===== src/rtl/decode_queue_if.sv =====
// Fetch-side and issue-side signals of decode_queue; master drives fetch/issue, slave is the queue.
// branch_cond: 0 NONE,1 LTZ,2 GEZ,3 GTZ,4 EQ,5 NE,6 LEZ. alu_optr codes are listed in decode_queue.sv.
interface decode_queue_if #(
    parameter int DEPTH    = 4,
    parameter int PC_WIDTH = 32
);
    localparam int CW = $clog2(DEPTH + 1);

    logic                in_valid;
    logic                in_ready;
    logic [31:0]         in_ins;
    logic [PC_WIDTH-1:0] in_pc;
    logic                out_valid;
    logic                out_ready;
    logic [PC_WIDTH-1:0] out_pc;
    logic [31:0]         out_ins;
    logic                alu_src_a;
    logic                alu_src_b;
    logic                alu_overflow;
    logic                reg_dest;
    logic                ext_op;
    logic [2:0]          branch_cond;
    logic [4:0]          alu_optr;
    logic                write_reg;
    logic                write_mem;
    logic                read_mem;
    logic                jmp;
    logic                branch;
    logic                write_cp0;
    logic                link;
    logic                illegal;
    logic [1:0]          write_reg_src;
    logic [CW-1:0]       count;

    modport master (
        output in_valid, in_ins, in_pc, out_ready,
        input  in_ready, out_valid, out_pc, out_ins, alu_src_a, alu_src_b, alu_overflow,
               reg_dest, ext_op, branch_cond, alu_optr, write_reg, write_mem, read_mem,
               jmp, branch, write_cp0, link, illegal, write_reg_src, count
    );

    modport slave (
        input  in_valid, in_ins, in_pc, out_ready,
        output in_ready, out_valid, out_pc, out_ins, alu_src_a, alu_src_b, alu_overflow,
               reg_dest, ext_op, branch_cond, alu_optr, write_reg, write_mem, read_mem,
               jmp, branch, write_cp0, link, illegal, write_reg_src, count
    );
endinterface


===== src/rtl/decode_queue.sv =====
// MIPS-I decoder feeding a DEPTH-entry queue of decoded ops; push-to-head latency 1 cycle when empty.
// in_ready drops at full regardless of out_ready; flush empties the queue. DECODE_CP0_EN enables MFC0/MTC0.
module decode_queue #(
    parameter int DEPTH    = 4,
    parameter int PC_WIDTH = 32
) (
    input  logic          clk,
    input  logic          rst_n,
    input  logic          flush,
    decode_queue_if.slave q
);
    localparam int PW = $clog2(DEPTH);
    localparam int CW = $clog2(DEPTH + 1);

    localparam logic [2:0] BC_NONE = 3'd0, BC_LTZ = 3'd1, BC_GEZ = 3'd2, BC_GTZ = 3'd3,
                           BC_EQ = 3'd4, BC_NE = 3'd5, BC_LEZ = 3'd6;
    localparam logic [4:0] A_NONE = 5'd0, A_PLUS = 5'd1, A_PLUSU = 5'd2, A_MINUS = 5'd3,
                           A_MINUSU = 5'd4, A_AND = 5'd5, A_OR = 5'd6, A_XOR = 5'd7,
                           A_NOR = 5'd8, A_LT = 5'd9, A_LTU = 5'd10, A_TIMES = 5'd11,
                           A_TIMESU = 5'd12, A_DIV = 5'd13, A_DIVU = 5'd14, A_EQ = 5'd15,
                           A_NE = 5'd16;

    localparam logic [5:0] OP_SPECIAL = 6'h00, OP_REGIMM = 6'h01, OP_J = 6'h02, OP_JAL = 6'h03,
                           OP_BEQ = 6'h04, OP_BNE = 6'h05, OP_BLEZ = 6'h06, OP_BGTZ = 6'h07,
                           OP_ADDI = 6'h08, OP_ADDIU = 6'h09, OP_SLTI = 6'h0A, OP_SLTIU = 6'h0B,
                           OP_ANDI = 6'h0C, OP_ORI = 6'h0D, OP_XORI = 6'h0E, OP_LUI = 6'h0F,
                           OP_COP0 = 6'h10, OP_LB = 6'h20, OP_LH = 6'h21, OP_LW = 6'h23,
                           OP_LBU = 6'h24, OP_LHU = 6'h25, OP_SB = 6'h28, OP_SH = 6'h29,
                           OP_SW = 6'h2B;
    localparam logic [5:0] F_SLL = 6'h00, F_SRL = 6'h02, F_SRA = 6'h03, F_SLLV = 6'h04,
                           F_SRLV = 6'h06, F_SRAV = 6'h07, F_JR = 6'h08, F_JALR = 6'h09,
                           F_MFHI = 6'h10, F_MTHI = 6'h11, F_MFLO = 6'h12, F_MTLO = 6'h13,
                           F_MULT = 6'h18, F_MULTU = 6'h19, F_DIV = 6'h1A, F_DIVU = 6'h1B,
                           F_ADD = 6'h20, F_ADDU = 6'h21, F_SUB = 6'h22, F_SUBU = 6'h23,
                           F_AND = 6'h24, F_OR = 6'h25, F_XOR = 6'h26, F_NOR = 6'h27,
                           F_SLT = 6'h2A, F_SLTU = 6'h2B;

    typedef struct packed {
        logic       alu_src_a;
        logic       alu_src_b;
        logic       alu_overflow;
        logic       reg_dest;
        logic       ext_op;
        logic [2:0] branch_cond;
        logic [4:0] alu_optr;
        logic       write_reg;
        logic       write_mem;
        logic       read_mem;
        logic       jmp;
        logic       branch;
        logic       write_cp0;
        logic       link;
        logic       illegal;
        logic [1:0] write_reg_src;
    } ctrl_t;

    logic [5:0] op;
    logic [5:0] funct;
    logic [4:0] rt;
    assign op    = q.in_ins[31:26];
    assign funct = q.in_ins[5:0];
    assign rt    = q.in_ins[20:16];
`ifdef DECODE_CP0_EN
    logic [4:0] rs;
    assign rs = q.in_ins[25:21];
`endif

    ctrl_t dec;
    logic  legal;

    always_comb begin
        dec           = '0;
        dec.alu_src_b = 1'b1;
        dec.reg_dest  = 1'b1;
        legal         = 1'b1;
        case (op)
            OP_SPECIAL: begin
                dec.alu_src_b = 1'b0;
                dec.reg_dest  = 1'b0;
                dec.write_reg = 1'b1;
                case (funct)
                    F_SLL, F_SRL, F_SRA: dec.alu_src_a = 1'b1;
                    F_SLLV, F_SRLV, F_SRAV, F_MFHI, F_MTHI, F_MFLO, F_MTLO: begin end
                    F_JR:    begin dec.write_reg = 1'b0; dec.jmp = 1'b1; end
                    F_JALR:  begin dec.jmp = 1'b1; dec.link = 1'b1; end
                    F_MULT:  begin dec.write_reg = 1'b0; dec.alu_optr = A_TIMES; end
                    F_MULTU: begin dec.write_reg = 1'b0; dec.alu_optr = A_TIMESU; end
                    F_DIV:   begin dec.write_reg = 1'b0; dec.alu_optr = A_DIV; end
                    F_DIVU:  begin dec.write_reg = 1'b0; dec.alu_optr = A_DIVU; end
                    F_ADD:   begin dec.alu_optr = A_PLUS; dec.alu_overflow = 1'b1; end
                    F_ADDU:  dec.alu_optr = A_PLUSU;
                    F_SUB:   begin dec.alu_optr = A_MINUS; dec.alu_overflow = 1'b1; end
                    F_SUBU:  dec.alu_optr = A_MINUSU;
                    F_AND:   dec.alu_optr = A_AND;
                    F_OR:    dec.alu_optr = A_OR;
                    F_XOR:   dec.alu_optr = A_XOR;
                    F_NOR:   dec.alu_optr = A_NOR;
                    F_SLT:   dec.alu_optr = A_LT;
                    F_SLTU:  dec.alu_optr = A_LTU;
                    default: legal = 1'b0;
                endcase
            end
            OP_REGIMM: begin
                dec.branch = 1'b1;
                case (rt)
                    5'd0:    dec.branch_cond = BC_LTZ;
                    5'd1:    dec.branch_cond = BC_GEZ;
                    5'd16:   begin dec.branch_cond = BC_LTZ; dec.link = 1'b1; dec.write_reg = 1'b1; end
                    5'd17:   begin dec.branch_cond = BC_GEZ; dec.link = 1'b1; dec.write_reg = 1'b1; end
                    default: legal = 1'b0;
                endcase
            end
            OP_J:     dec.jmp = 1'b1;
            OP_JAL:   begin dec.jmp = 1'b1; dec.link = 1'b1; dec.write_reg = 1'b1; end
            OP_BEQ:   begin dec.alu_src_b = 1'b0; dec.branch = 1'b1; dec.branch_cond = BC_EQ; dec.alu_optr = A_EQ; end
            OP_BNE:   begin dec.alu_src_b = 1'b0; dec.branch = 1'b1; dec.branch_cond = BC_NE; dec.alu_optr = A_NE; end
            OP_BLEZ:  begin dec.branch = 1'b1; dec.branch_cond = BC_LEZ; end
            OP_BGTZ:  begin dec.branch = 1'b1; dec.branch_cond = BC_GTZ; end
            OP_ADDI:  begin dec.alu_optr = A_PLUS; dec.alu_overflow = 1'b1; dec.ext_op = 1'b1; dec.write_reg = 1'b1; end
            OP_ADDIU: begin dec.alu_optr = A_PLUSU; dec.ext_op = 1'b1; dec.write_reg = 1'b1; end
            OP_SLTI:  begin dec.alu_optr = A_LT; dec.ext_op = 1'b1; dec.write_reg = 1'b1; end
            OP_SLTIU: begin dec.alu_optr = A_LTU; dec.ext_op = 1'b1; dec.write_reg = 1'b1; end
            OP_ANDI:  begin dec.alu_optr = A_AND; dec.write_reg = 1'b1; end
            OP_ORI:   begin dec.alu_optr = A_OR; dec.write_reg = 1'b1; end
            OP_XORI:  begin dec.alu_optr = A_XOR; dec.write_reg = 1'b1; end
            OP_LUI:   dec.write_reg = 1'b1;
            OP_COP0: begin
`ifdef DECODE_CP0_EN
                if (q.in_ins[10:3] != 8'd0) begin
                    legal = 1'b0;
                end else if (rs == 5'd0) begin
                    dec.write_reg     = 1'b1;
                    dec.write_reg_src = 2'd2;
                end else if (rs == 5'd4) begin
                    dec.write_cp0 = 1'b1;
                end else begin
                    legal = 1'b0;
                end
`else
                legal = 1'b0;
`endif
            end
            OP_LB, OP_LH, OP_LW, OP_LBU, OP_LHU: begin
                dec.alu_optr      = A_PLUS;
                dec.ext_op        = 1'b1;
                dec.read_mem      = 1'b1;
                dec.write_reg     = 1'b1;
                dec.write_reg_src = 2'd1;
            end
            OP_SB, OP_SH, OP_SW: begin
                dec.alu_optr  = A_PLUS;
                dec.ext_op    = 1'b1;
                dec.write_mem = 1'b1;
            end
            default: legal = 1'b0;
        endcase
        // Illegal words keep their queue slot but carry no side-effecting control.
        if (!legal) begin
            dec         = '0;
            dec.illegal = 1'b1;
        end
    end

    logic [PW-1:0]       rd_ptr;
    logic [PW-1:0]       wr_ptr;
    logic [CW-1:0]       cnt;
    logic                push;
    logic                pop;
    logic                not_empty;
    ctrl_t               ctrl_mem [DEPTH];
    logic [PC_WIDTH-1:0] pc_mem   [DEPTH];
    logic [31:0]         ins_mem  [DEPTH];

    assign not_empty  = (cnt != '0);
    assign q.in_ready = (cnt != CW'(DEPTH));
    assign q.out_valid = not_empty;
    assign q.count    = cnt;
    assign push       = q.in_valid & q.in_ready & ~flush & rst_n;
    assign pop        = not_empty & q.out_ready;

    always_ff @(posedge clk) begin
        if (push) begin
            ctrl_mem[wr_ptr] <= dec;
            pc_mem[wr_ptr]   <= q.in_pc;
            ins_mem[wr_ptr]  <= q.in_ins;
        end
    end

    always_ff @(posedge clk) begin
        if (!rst_n || flush) begin
            rd_ptr <= '0;
            wr_ptr <= '0;
            cnt    <= '0;
        end else begin
            if (push) wr_ptr <= wr_ptr + 1'b1;
            if (pop)  rd_ptr <= rd_ptr + 1'b1;
            if (push && !pop)      cnt <= cnt + 1'b1;
            else if (pop && !push) cnt <= cnt - 1'b1;
        end
    end

    ctrl_t               head;
    logic [PC_WIDTH-1:0] head_pc;
    logic [31:0]         head_ins;

    always_comb begin
        head     = '0;
        head_pc  = '0;
        head_ins = '0;
        if (not_empty) begin
            head     = ctrl_mem[rd_ptr];
            head_pc  = pc_mem[rd_ptr];
            head_ins = ins_mem[rd_ptr];
        end
    end

    assign q.out_pc        = head_pc;
    assign q.out_ins       = head_ins;
    assign q.alu_src_a     = head.alu_src_a;
    assign q.alu_src_b     = head.alu_src_b;
    assign q.alu_overflow  = head.alu_overflow;
    assign q.reg_dest      = head.reg_dest;
    assign q.ext_op        = head.ext_op;
    assign q.branch_cond   = head.branch_cond;
    assign q.alu_optr      = head.alu_optr;
    assign q.write_reg     = head.write_reg;
    assign q.write_mem     = head.write_mem;
    assign q.read_mem      = head.read_mem;
    assign q.jmp           = head.jmp;
    assign q.branch        = head.branch;
    assign q.write_cp0     = head.write_cp0;
    assign q.link          = head.link;
    assign q.illegal       = head.illegal;
    assign q.write_reg_src = head.write_reg_src;
endmodule

===== src/flat_wrapper.sv =====
// flat-port wrapper written by rule: the top's interface ports become plain ports
module decode_queue_flat 
#(
    parameter int DEPTH    = 4,
    parameter int PC_WIDTH = 32
)
  (clk, rst_n, flush, q_in_valid, q_in_ins, q_in_pc, q_out_ready, q_in_ready, q_out_valid, q_out_pc, q_out_ins, q_alu_src_a, q_alu_src_b, q_alu_overflow, q_reg_dest, q_ext_op, q_branch_cond, q_alu_optr, q_write_reg, q_write_mem, q_read_mem, q_jmp, q_branch, q_write_cp0, q_link, q_illegal, q_write_reg_src, q_count);
  decode_queue_if #(.DEPTH(DEPTH), .PC_WIDTH(PC_WIDTH)) q_i ();
  input  logic clk;
  input  logic rst_n;
  input  logic flush;
  input wire logic [$bits(q_i.in_valid)-1:0] q_in_valid;
  input wire logic [$bits(q_i.in_ins)-1:0] q_in_ins;
  input wire logic [$bits(q_i.in_pc)-1:0] q_in_pc;
  input wire logic [$bits(q_i.out_ready)-1:0] q_out_ready;
  output wire logic [$bits(q_i.in_ready)-1:0] q_in_ready;
  output wire logic [$bits(q_i.out_valid)-1:0] q_out_valid;
  output wire logic [$bits(q_i.out_pc)-1:0] q_out_pc;
  output wire logic [$bits(q_i.out_ins)-1:0] q_out_ins;
  output wire logic [$bits(q_i.alu_src_a)-1:0] q_alu_src_a;
  output wire logic [$bits(q_i.alu_src_b)-1:0] q_alu_src_b;
  output wire logic [$bits(q_i.alu_overflow)-1:0] q_alu_overflow;
  output wire logic [$bits(q_i.reg_dest)-1:0] q_reg_dest;
  output wire logic [$bits(q_i.ext_op)-1:0] q_ext_op;
  output wire logic [$bits(q_i.branch_cond)-1:0] q_branch_cond;
  output wire logic [$bits(q_i.alu_optr)-1:0] q_alu_optr;
  output wire logic [$bits(q_i.write_reg)-1:0] q_write_reg;
  output wire logic [$bits(q_i.write_mem)-1:0] q_write_mem;
  output wire logic [$bits(q_i.read_mem)-1:0] q_read_mem;
  output wire logic [$bits(q_i.jmp)-1:0] q_jmp;
  output wire logic [$bits(q_i.branch)-1:0] q_branch;
  output wire logic [$bits(q_i.write_cp0)-1:0] q_write_cp0;
  output wire logic [$bits(q_i.link)-1:0] q_link;
  output wire logic [$bits(q_i.illegal)-1:0] q_illegal;
  output wire logic [$bits(q_i.write_reg_src)-1:0] q_write_reg_src;
  output wire logic [$bits(q_i.count)-1:0] q_count;
  assign q_i.in_valid = q_in_valid;
  assign q_i.in_ins = q_in_ins;
  assign q_i.in_pc = q_in_pc;
  assign q_i.out_ready = q_out_ready;
  assign q_in_ready = q_i.in_ready;
  assign q_out_valid = q_i.out_valid;
  assign q_out_pc = q_i.out_pc;
  assign q_out_ins = q_i.out_ins;
  assign q_alu_src_a = q_i.alu_src_a;
  assign q_alu_src_b = q_i.alu_src_b;
  assign q_alu_overflow = q_i.alu_overflow;
  assign q_reg_dest = q_i.reg_dest;
  assign q_ext_op = q_i.ext_op;
  assign q_branch_cond = q_i.branch_cond;
  assign q_alu_optr = q_i.alu_optr;
  assign q_write_reg = q_i.write_reg;
  assign q_write_mem = q_i.write_mem;
  assign q_read_mem = q_i.read_mem;
  assign q_jmp = q_i.jmp;
  assign q_branch = q_i.branch;
  assign q_write_cp0 = q_i.write_cp0;
  assign q_link = q_i.link;
  assign q_illegal = q_i.illegal;
  assign q_write_reg_src = q_i.write_reg_src;
  assign q_count = q_i.count;
  decode_queue #(.DEPTH(DEPTH), .PC_WIDTH(PC_WIDTH)) u_core (.clk(clk), .rst_n(rst_n), .flush(flush), .q(q_i));
endmodule

===== config.mk =====
export PLATFORM = sky130hd
export DESIGN_NAME = decode_queue_flat
export DESIGN_NICKNAME = d
export VERILOG_FILES = /design/src/rtl/decode_queue_if.sv /design/src/rtl/decode_queue.sv /design/src/flat_wrapper.sv
export SDC_FILE = /design/constraint.sdc
export NUM_CORES = 1
export LEC_CHECK = 0
export ABC_AREA = 1
export CAP_MARGIN = 20
export CORE_ASPECT_RATIO = 2
export CORE_MARGIN = 3
export CORE_UTILIZATION = 60
export DETAILED_ROUTE_END_ITERATION = 10
export PLACE_DENSITY = 0.92
export SLEW_MARGIN = 20
export SYNTH_ARGS = -nofsm -noshare
export SYNTH_HDL_FRONTEND = slang
export SYNTH_SLANG_ARGS = --single-unit

===== constraint.sdc =====
create_clock -name clk -period 15.1 [get_ports clk]
set_input_delay 2.265 -clock clk [delete_from_list [all_inputs] [get_ports clk]]
set_output_delay 2.265 -clock clk [all_outputs]
set_load 0.05 [all_outputs]

==> run summary <==
Final ANT Viol Nets: 0
RSZ-0062 raised after global routing: false
Dominant synthesized flop cell: edfxtp_1
# hold bufs at CTS: 0
Vias: 9,968
Commonest non-fill, non-tap cell in the layout: nor2_1
Sequential share of the synthesized area: 72.0%
Total GRT Usage: 26.4%
# nets final: 1,434
Syn-to-layout area delta: 19.0%
CTS tree: built
IO Port Bufs: 158
Slew Limit Fails: 0
Setup TNS: 0 ps
#FFs+latches synth: 345
Biggest area consumer among synthesized cells: edfxtp_1
Crit path kind: flip-flop to primary output
Post-Synthesis Mean Instance Area: 11.6 um2
Dpl hpwl: 20,600 um
Fin area: 0.0170 mm2
Placed insts: 1,612
Fraction of registers with async set/reset: 0%
Final WL: 34,200 um
Post-placement cell area: 0.0160 mm2
Final hold vios: 0
Worst hold-check path type: flip-flop to flip-flop
Final Skew: 10.9 ps
Post-DR vias/cell: 5.99
Vias in the first global route: 9,889
Ratio of cells with drive above 1 in the final layout: 7.31%
First-pass GRT wire length: 52,900 um
Clk pin slew, worst setup/hold paths: 60 ps
Endpoint class of the critical path: primary output
Number of library cell types mapped by synthesis: 33
Post-synthesis instance total: 1,227
Most frequent cells in the layout: nor2_1, edfxtp_1, o21ai_0
Routability cong.: 0.924
Drt drc: 0
Outcome: finished clean
CTS sink cnt: 345
Delay-heaviest family, CP: buffers and inverters
Period minus WS final: 6540 ps
Synthesis Warnings: 0
Diodes inserted: 0
Critical path launch point type: flip-flop
Synth top area share: 70.8%
Clock latency on the worst-skew pair: 550 ps
Drt wl/cell: 20.6 um
Slowest Stage Delay on Critical Path: 1060 ps
Synth area leaders: edfxtp_1, nor2_1, o21ai_0
CP max FO: 85
Pwr per Cell Area: 118 mW/mm2
Total power: 0.00200 W
1st-pass router iterations: 5
Max_cap viols: 0
Final WS setup: 8560 ps
Post-synth EDFFs: 336
Total grt overflow: 0
Largest net degree at the start of global routing: 111
Setup violations, final: 0
Cell breakdown of the critical path: clkinv_2 > buf_4 > nor2_1 > o21ai_0 > a21oi_1 > clkdlybuf4s50_1
Final Cycle Share: 43.3%
Highest clock rate: 153 MHz
Setup WS pre-CTS: 9290 ps
LEAKAGE: 5.90 nW
Post-CTS setup buffers: 0
Layout Cells excl Fill: 1,664
CTS Buf Count: 28
Worst-margin pin slew: 1130 ps
Fillcell total: 1,506
Die W: 115 um
Root Driver: clkbuf_16
Crit path max-delay cell type: dfxtp_4
Buf/Inv on CP: 3
Initial DRC Count: 1,149
VDD IR-drop max: 0.107 mV
Row cnt: 79
CTS H-tree depth: 1
CTS resizes: 0
Die height: 224 um
Starting Density: 61.1%
Total core area: 0.0233 mm2
Die Footprint: 0.0258 mm2
I/O Pins: 161
Synthesized area: 0.0143 mm2
Critical Path AT: 4270 ps
WP data required: 12,840 ps
Initial antenna violation count: 0
Clock buffer depth: 3
Slew headroom: 24.4%
[sequential cells by signal, summed over array words and instances, names as in the netlist, named ones only]
| name | count |
|---|---|
| u_core.rd_ptr | 2 |
| u_core.ins_mem | 128 |
| u_core.ctrl_mem | 80 |
| u_core.pc_mem | 128 |
| u_core.wr_ptr | 2 |
| u_core.q.count | 3 |
[per-stage QoR]
stage               util [%]  hold slack [ps]
finish                  72.7              458
detailed placement      68.7              455
global placement        68.7              439
floorplan                  -              436
CTS                     72.7              465
global route            72.7              489
[Yosys cell counts (3+ instances only)]
master    number
nand3_1       26
nand2_2        5
nor3_1         3
ha_1           5
nand2_1       46
nor2_4         6
edfxtp_1     336
dfxtp_1        9
nand3_2        5
nor2_1       360
buf_2         27
o21ai_0      178
a21oi_1      103
clkbuf_1      29
inv_2         10
buf_1          8
nor2_2        11
buf_4          3
inv_1         39
[area by class of cell]
cell class | instances | area, um2 | area share (%)
repair buffers | 168 | 1660 | 9.76
flip-flops and latches | 345 | 10300 | 60.6
multi-input cells | 766 | 3540 | 20.9
inverters | 50 | 191 | 1.13
well taps | 283 | 354 | 2.09
clock buffers | 40 | 838 | 4.94
clock inverters | 12 | 109 | 0.641
[worst paths after layout]
kind | start | to | slack, ps | depth (start not counted)
worst min register to register | u_core.rd_ptr[1] | flip-flop | 460 | 2
worst max register to register | u_core.q.count[0] | u_core.ctrl_mem[2][22] | 11880 | 7
worst max-delay path | flip-flop | q_alu_optr[3] | 8560 | 6
worst min-delay path | u_core.rd_ptr[1] | flip-flop | 460 | 2
[worst register-to-register path, stage by stage, from the launching register on]
cell and delay (ps):
dfxtp_1 490, nor2_1 100, nand2_1 100, nand2_1 110, nor2_1 180, inv_1 210, nor2_4 840, buf_4 770
[routing by layer]
| layer | track usage [%] | share of wire (%) |
|---|---|---|
| met5 | 0 | 0 |
| met4 | 12.1 | 5.0 |
| met3 | 2.62 | 6.1 |
| met2 | 47.3 | 55 |
| met1 | 31.7 | 34 |
[where the power goes]
part           switching, W  total (W)  internal, W
sequential       0.00000337    0.00106      0.00106
combinational      0.000137   0.000196    0.0000595
clock              0.000318   0.000738     0.000420
[cells by family after synthesis]
group	after synthesis	share of synthesized area [%]
other	1	0.0263
buffers and inverters	117	3.40
AND/OR/NAND/NOR	469	13.7
adder cells (fa/ha/maj)	6	0.579
flip-flops	345	72.0
AO/OA/AOI/OAI	289	10.3
Note: power is estimated with default switching activity, not from simulation.
